File: src/rtl/trace_dut_bridge.sv
// trace_dut_bridge
// Glue between a trace-replay ring port and a wide valid/ready DUT.
// Ring words are {opcode[1:0], payload[pay_w-1:0]}. The input side packs
// DATA/LAST payloads into one DUT input word, with chunk 0 in the LSBs. The
// output side splits each DUT result into ring words, LSB chunk first, and
// tags the final chunk with opcode 01. The two FSMs run independently.
//
// Handshake semantics:
//   A transfer happens on a rising edge where valid and ready (or yumi) are
//   both high. A valid that has been raised stays high, with its data held
//   stable, until that transfer. The yumi outputs (tr_yumi_o, dut_yumi_o)
//   mean "consumed this cycle". They depend only on the matching valid
//   input and on this block's own state.
module trace_dut_bridge #(
   parameter int ring_width_p = 10,
   parameter int in_width_p   = 512,
   parameter int out_width_p  = 256
) (
   input  logic                    clk_i,
   input  logic                    reset_n_i,
   // trace replay -> bridge
   input  logic                    tr_v_i,
   input  logic [ring_width_p-1:0] tr_data_i,
   output logic                    tr_yumi_o,
   // bridge -> DUT input
   output logic                    dut_v_o,
   output logic [in_width_p-1:0]   dut_data_o,
   input  logic                    dut_ready_i,
   // DUT result -> bridge
   input  logic                    dut_v_i,
   input  logic [out_width_p-1:0]  dut_data_i,
   output logic                    dut_yumi_o,
   // bridge -> trace replay
   output logic                    tr_v_o,
   output logic [ring_width_p-1:0] tr_data_o,
   input  logic                    tr_ready_i,
   // sticky protocol error
   output logic                    err_o,
   // debug: bit 1 = output FSM emitting, bit 0 = input FSM sending
   output logic [1:0]              dbg_state_o
);

   localparam int pay_w      = ring_width_p - 2;
   localparam int in_chunks  = (in_width_p + pay_w - 1) / pay_w;
   localparam int out_chunks = (out_width_p + pay_w - 1) / pay_w;
   localparam int in_buf_w   = in_chunks * pay_w;
   localparam int res_w      = out_chunks * pay_w;
   localparam int cnt_w      = $clog2(in_chunks + 1);
   localparam int idx_w      = (out_chunks > 1) ? $clog2(out_chunks) : 1;

   localparam logic [cnt_w-1:0] cnt_full = cnt_w'(in_chunks);
   localparam logic [idx_w-1:0] idx_last = idx_w'(out_chunks - 1);

   localparam logic [1:0] op_data  = 2'b00;
   localparam logic [1:0] op_last  = 2'b01;
   localparam logic [1:0] op_flush = 2'b10;

   typedef enum logic {
      in_fill = 1'b0,
      in_send = 1'b1
   } in_state_e;

   typedef enum logic {
      out_idle = 1'b0,
      out_emit = 1'b1
   } out_state_e;

   in_state_e            in_state;
   out_state_e           out_state;
   logic [cnt_w-1:0]     cnt;
   logic [in_buf_w-1:0]  in_buf;
   logic                 err_q;
   logic [idx_w-1:0]     idx;
   logic [res_w-1:0]     res;
   logic [pay_w-1:0]     emit_pay;
   logic [1:0]           emit_op;
   logic [1:0]           tr_op;
   logic [pay_w-1:0]     tr_pay;
   logic                 tr_take;
   logic                 res_take;

   assign tr_op  = tr_data_i[ring_width_p-1 -: 2];
   assign tr_pay = tr_data_i[pay_w-1:0];

   // Yumi outputs are gated by reset so every output reads 0 while reset is held.
   assign tr_take  = reset_n_i & tr_v_i & (in_state == in_fill);
   assign res_take = reset_n_i & dut_v_i & (out_state == out_idle);

   // Input FSM: collect payload chunks until LAST, then present the word to the DUT.
   always_ff @(posedge clk_i or negedge reset_n_i) begin
      if (!reset_n_i) begin
         in_state <= in_fill;
         cnt      <= '0;
         in_buf   <= '0;
         err_q    <= 1'b0;
      end else begin
         case (in_state)
            in_fill: begin
               if (tr_v_i) begin
                  case (tr_op)
                     op_data, op_last: begin
                        // A full buffer drops the payload. A LAST still closes the word.
                        if (cnt == cnt_full) begin
                           err_q <= 1'b1;
                        end else begin
                           for (int i = 0; i < in_chunks; i++) begin
                              if (cnt == cnt_w'(i)) in_buf[i*pay_w +: pay_w] <= tr_pay;
                           end
                           cnt <= cnt + cnt_w'(1);
                        end
                        if (tr_op == op_last) in_state <= in_send;
                     end
                     op_flush: begin
                        in_buf <= '0;
                        cnt    <= '0;
                     end
                     default: begin
                        // Reserved opcode: consumed but otherwise ignored.
                        err_q <= 1'b1;
                     end
                  endcase
               end
            end
            in_send: begin
               if (dut_ready_i) begin
                  in_buf   <= '0;
                  cnt      <= '0;
                  in_state <= in_fill;
               end
            end
            default: in_state <= in_fill;
         endcase
      end
   end

   // Output FSM: capture one DUT result, then emit its chunks LSB first.
   always_ff @(posedge clk_i or negedge reset_n_i) begin
      if (!reset_n_i) begin
         out_state <= out_idle;
         idx       <= '0;
         res       <= '0;
      end else begin
         case (out_state)
            out_idle: begin
               if (dut_v_i) begin
                  res       <= res_w'(dut_data_i);
                  idx       <= '0;
                  out_state <= out_emit;
               end
            end
            out_emit: begin
               if (tr_ready_i) begin
                  if (idx == idx_last) begin
                     idx       <= '0;
                     out_state <= out_idle;
                  end else begin
                     idx <= idx + idx_w'(1);
                  end
               end
            end
            default: out_state <= out_idle;
         endcase
      end
   end

   // Select the result chunk that is currently being emitted, and its opcode.
   always_comb begin
      emit_pay = '0;
      for (int i = 0; i < out_chunks; i++) begin
         if (idx == idx_w'(i)) emit_pay = res[i*pay_w +: pay_w];
      end
      emit_op = (idx == idx_last) ? op_last : op_data;
   end

   assign tr_yumi_o   = tr_take;
   assign dut_yumi_o  = res_take;
   assign dut_v_o     = (in_state == in_send);
   assign dut_data_o  = in_buf[in_width_p-1:0];
   assign tr_v_o      = (out_state == out_emit);
   assign tr_data_o   = (out_state == out_emit) ? {emit_op, emit_pay} : '0;
   assign err_o       = err_q;
   assign dbg_state_o = {out_state == out_emit, in_state == in_send};

endmodule

File: config.mk
export PLATFORM = sky130hd
export DESIGN_NAME = trace_dut_bridge
export DESIGN_NICKNAME = d
export VERILOG_FILES = /design/src/rtl/trace_dut_bridge.sv
export SDC_FILE = /design/constraint.sdc
export NUM_CORES = 2
export LEC_CHECK = 0
export ABC_AREA = 0
export BUFFER_PORTS_ARGS = -buffer_cell sky130_fd_sc_hd__buf_4
export CAP_MARGIN = 20
export CORE_MARGIN = 4
export CORE_UTILIZATION = 35
export CTS_CLUSTER_DIAMETER = 200
export DETAILED_ROUTE_END_ITERATION = 6
export PLACE_DENSITY = 0.68
export REMOVE_ABC_BUFFERS = 1
export SLEW_MARGIN = 20
export SYNTH_ARGS = -nofsm -noshare
export SYNTH_HDL_FRONTEND = slang
export SYNTH_SLANG_ARGS = --single-unit
File: constraint.sdc
create_clock -name clk_i -period 4.5 [get_ports clk_i]
set_input_delay 0.45 -clock clk_i [delete_from_list [all_inputs] [get_ports clk_i]]
set_output_delay 0.45 -clock clk_i [all_outputs]
set_load 0.005 [all_outputs]
==> impl_results.html <==
<table>
<tr><th>Metric</th><th>Value</th></tr>
<tr><th colspan="2">Outcome</th></tr>
<tr><td>Status</td><td>completed</td></tr>
<tr><th colspan="2">GRT</th></tr>
<tr><td>Number of antenna violations at the first check in global routing</td><td>15</td></tr>
<tr><td>Total track usage</td><td>24.8%</td></tr>
<tr><td>Pin count of the biggest net entering global routing</td><td>149</td></tr>
<tr><td>Vias in the first global route</td><td>27200</td></tr>
<tr><td>GRT overflow</td><td>0</td></tr>
<tr><td>Wire length of the first global-routing pass</td><td>191000 µm</td></tr>
<tr><th colspan="2">Setup path</th></tr>
<tr><td>Category of the critical setup timing path</td><td>reg2out</td></tr>
<tr><td>Largest driver fanout on the critical path</td><td>25</td></tr>
<tr><td>Stage delay of the slowest cell on the critical path</td><td>0.45 ns</td></tr>
<tr><td>Type of origin of the critical path</td><td>flip-flop</td></tr>
<tr><td>Cell type of the slowest stage on the worst timing path</td><td>ha_2</td></tr>
<tr><td>Family with the most delay on the worst path</td><td>compound AO/OA/AOI/OAI gates</td></tr>
<tr><td>Buf/Inv on CP</td><td>3</td></tr>
<tr><td>Arr. time, crit path</td><td>3.91 ns</td></tr>
<tr><td>Data required, critical path</td><td>4.05 ns</td></tr>
<tr><td>Critical Path Most Common Cell</td><td>buf_4</td></tr>
<tr><td>Type of destination of the critical path</td><td>output port</td></tr>
<tr><td>Cell breakdown of the critical path</td><td>inv_1 &gt; ha_2 &gt; buf_4 &gt; nor2b_1 &gt; a221oi_1 &gt; o22ai_1 &gt; o221ai_1 &gt; a21oi_1 &gt; a2bb2oi_1 &gt; buf_4</td></tr>
<tr><th colspan="2">Route</th></tr>
<tr><td>Final routed wire length divided by cell count</td><td>27.7 µm</td></tr>
<tr><td>Number of search-and-repair iterations in the first detailed-routing pass</td><td>5</td></tr>
<tr><td>Drt total wl</td><td>135000 µm</td></tr>
<tr><td>Drc violations</td><td>0</td></tr>
<tr><td>Initial DRC Count</td><td>1994</td></tr>
<tr><td>Number of routed nets with antenna violations</td><td>0</td></tr>
<tr><td>Number of vias per cell</td><td>5.30</td></tr>
<tr><td>Total via count in the routed design</td><td>25800</td></tr>
<tr><th colspan="2">Cells and area</th></tr>
<tr><td>Proportion of layout cells with a drive suffix above 1</td><td>53.0%</td></tr>
<tr><td>Number of nets in the finished design</td><td>3782</td></tr>
<tr><td>Core utilization of the finished layout</td><td>48.2%</td></tr>
<tr><td>Signed area change from the synthesized netlist to the final layout</td><td>36.3%</td></tr>
<tr><td>Layout Cell Area excl Fill</td><td>47500 µm²</td></tr>
<tr><th colspan="2">STA</th></tr>
<tr><td>Final period utilization</td><td>96.9%</td></tr>
<tr><td>Post-route minimum period</td><td>4.36 ns</td></tr>
<tr><td>Worst slew margin relative to its limit</td><td>27.7%</td></tr>
<tr><td>Smallest hold slack</td><td>0.0346 ns</td></tr>
<tr><td>Final Skew</td><td>0.0277 ns</td></tr>
<tr><td>Top achievable clock speed</td><td>229 MHz</td></tr>
<tr><td>Count of final setup violators</td><td>0</td></tr>
<tr><td>Worst Max-Slew Pin Slew</td><td>1.08 ns</td></tr>
<tr><td>Pins over their slew limit</td><td>0</td></tr>
<tr><td>RSZ-0062 raised after global routing</td><td>yes</td></tr>
<tr><td>Total count of hold-check failures in the final report</td><td>0</td></tr>
<tr><th colspan="2">Yosys</th></tr>
<tr><td>Post-Syn Area</td><td>34900 µm²</td></tr>
<tr><td>Synth Register Bits</td><td>783</td></tr>
<tr><td>Proportion of synthesized flip-flops having asynchronous set or reset</td><td>100%</td></tr>
<tr><td>Share of synthesized area occupied by flip-flops and latches</td><td>56.2%</td></tr>
<tr><td>Number of warnings issued by yosys</td><td>0</td></tr>
<tr><td>Post-synthesis cell count</td><td>2493</td></tr>
<tr><td>Syn avg cell area</td><td>14.0 µm²</td></tr>
<tr><td>Count of flip-flops with a built-in enable after synthesis</td><td>0</td></tr>
<tr><td>Post-synthesis cell type count</td><td>104</td></tr>
<tr><td>Synth Flop Type</td><td>dfrtp_1</td></tr>
<tr><th colspan="2">Die</th></tr>
<tr><td>Initial standard-cell utilization of the core</td><td>35.4%</td></tr>
<tr><td>Horiz. Die Dim</td><td>324 µm</td></tr>
<tr><td>DIE AREA</td><td>105000 µm²</td></tr>
<tr><td>Y dimension of the die</td><td>324 µm</td></tr>
<tr><td>Area of the core</td><td>98600 µm²</td></tr>
<tr><td>Number of top-level pins</td><td>801</td></tr>
<tr><td>FP Rows</td><td>115</td></tr>
<tr><th colspan="2">Flow run</th></tr>
<tr><td>Max-cap violations</td><td>0</td></tr>
<tr><th colspan="2">Placed design</th></tr>
<tr><td>Number of port buffers</td><td>799</td></tr>
<tr><td>Detailed placement HPWL</td><td>96800 µm</td></tr>
<tr><td>Post-place instance area</td><td>42200 µm²</td></tr>
<tr><td>Final weighted congestion in routability-driven placement</td><td>0.937</td></tr>
<tr><th colspan="2">CTS</th></tr>
<tr><td>Clock insertion delay at the later pin of the skew report</td><td>0.68 ns</td></tr>
<tr><td>Root buf cell</td><td>clkbuf_16</td></tr>
<tr><td>Depth of the CTS H-tree</td><td>3</td></tr>
<tr><td>CTS Buf Count</td><td>87</td></tr>
<tr><td>Clock tree from TritonCTS</td><td>done</td></tr>
<tr><td>Number of buffers between clock root and the deepest sink</td><td>3</td></tr>
<tr><td>Clock edge transition at the registers on the reported setup and hold paths</td><td>0.06 ns</td></tr>
<tr><td>Clock sink total</td><td>783</td></tr>
<tr><th colspan="2">Power and ir drop</th></tr>
<tr><td>IR drop worst, VDD</td><td>0.438 mV</td></tr>
<tr><td>Leak Pwr</td><td>21.8 nW</td></tr>
<tr><td>PwrDens</td><td>530 nW/µm²</td></tr>
<tr><th colspan="2">Min path</th></tr>
<tr><td>Worst hold-check path type</td><td>in2reg</td></tr>
</table>
==> cell families (layout without fill, tap and decap cells) <==
logic type / count (synthesis) / count (layout) / synth area share (%)
muxes: 762 / 762 / 25.4
xor gates and xnor gates: 4 / 4 / 0.100
other: 1 / 9 / 0.0108
AOI/OAI and AO/OA: 363 / 363 / 8.83
DFF: 783 / 783 / 56.2
buffers and inverters: 205 / 1283 / 3.01
adders and majority gates: 10 / 10 / 0.359
and+or+nand+nor: 365 / 365 / 6.11
==> cell usage after synthesis (all sizes together), types with 9 or more instances <==
cell     instances  area, µm²
nand2b          13       81.3
clkbuf         101        380
o221ai          13        114
nand4bb          9        118
buf             81        582
inv             22       82.6
o32ai            9       78.8
a211oi          14        110
and2            21        131
and4b            9       90.1
o211ai          11       87.6
a221oi          18        164
and3            11       68.8
nand3           35        175
ha              10        125
mux2           759       8820
nor3            16       80.1
o21ai           63        315
a21oi          127       1310
nor2            52        208
nand2          114        430
a22oi            9       67.6
nor2b           17        106
o22ai           18        113
dfrtp          783      19600
a221o            9       90.1
nand3b          10       75.1
==> final timing paths <==
kind,slack (ns),end,cells after the start,startpoint
worst max-delay path,0.14,tr_data_o[0],10,idx[1]
worst min-delay path,0.03,res[82],2,dut_data_i[82]
worst max register to register,1.55,dut_data_o[196],5,cnt[4]
worst min register to register,0.46,err_o,1,err_o
max in group asynchronous,2.53,dut_data_o[462],3,reset_n_i
min in group asynchronous,0.39,res[137],2,reset_n_i
==> where the power goes <==
part           internal, W  switching (W)  total [W]
registers          0.00860        0.00116    0.00976
clock network      0.00431        0.00312    0.00744
logic              0.00415        0.00384    0.00799
total               0.0171        0.00812     0.0252
==> repair_timing <==
action                                  in CTS  in global routing
cloned                                       0                  0
pin swaps                                    0                  0
hold buffers                               230                  0
endpoints found under the setup margin       2                  2
hold endpoints to repair                   299                  0
setup buffers                                0                  0
resized for setup                            1                  2
==> cell usage in the layout, fill, tap and decap left out, types with 11 or more instances in the layout <==
| cell | netlist | final |
|---|---|---|
| a211oi_1 | 13 | 13 |
| a21oi_1 | 60 | 60 |
| a21oi_4 | 56 | 58 |
| a221oi_1 | 17 | 17 |
| and2_1 | 21 | 13 |
| and3_1 | 11 | 11 |
| buf_4 | 18 | 861 |
| clkbuf_1 | 100 | 22 |
| clkbuf_16 | 0 | 87 |
| clkbuf_8 | 0 | 21 |
| dfrtp_1 | 783 | 780 |
| dlygate4sd3_1 | 0 | 230 |
| inv_1 | 22 | 22 |
| mux2_2 | 684 | 684 |
| mux2_4 | 73 | 73 |
| nand2_1 | 113 | 113 |
| nand2b_1 | 13 | 13 |
| nand3_1 | 35 | 35 |
| nor2_1 | 49 | 48 |
| nor2b_1 | 17 | 15 |
| nor3_1 | 16 | 16 |
| o21ai_0 | 58 | 58 |
| o221ai_1 | 13 | 13 |
| o22ai_1 | 18 | 18 |
==> metrics by stage <==
step | TNS [ns] | instances | power [W] | worst slack (ns)
after floorplan | -2292.59 | 2311 | 0.0130 | -8.78
after global placement | 0 | 4468 | 0.0176 | 0.694
after detailed placement | 0 | 4468 | 0.0176 | 0.667
after CTS | 0 | 4858 | 0.0253 | 0.0858
after global routing | -0.00758 | 4859 | 0.0262 | -0.00758
final | 0 | 4866 | 0.0252 | 0.139
==> worst register-to-register path: cells and delay by family, from the launching register on <==
family	cells	cell delay, ns
AO/OA/AOI/OAI	1	0.42
flip-flops	1	0.52
multiplexers	1	0.40
AND/OR/NAND/NOR	3	1.51
==> cell type report <==
class	count	area, µm²
Clock inverter	30	433
Antenna cell	8	20.0
Clock buffer	130	2550
Tap cell	1287	1610
Timing Repair Buffer	1100	8940
Fill cell	8524	51000
Multi-Input combinational cell	1505	14300
Inverter	23	86.3
Sequential cell	783	19600
==> registers in the layout, indices dropped and copies added (netlist names) <==
signal	flops
idx	5
err_o	1
dut_v_o	1
dut_data_o	512
res	256
tr_v_o	1
cnt	7
==> metal layers <==
layer	global-route usage [%]	part of all wire [%]	vias to the layer above
met1	30.6	40	13400
met2	42.0	48	1103
met5	0	0.0067	-
met4	9.09	3.8	2
met3	6.71	7.9	219
li1	-	-	11100
No activity file was read; power rests on OpenSTA's default activity.
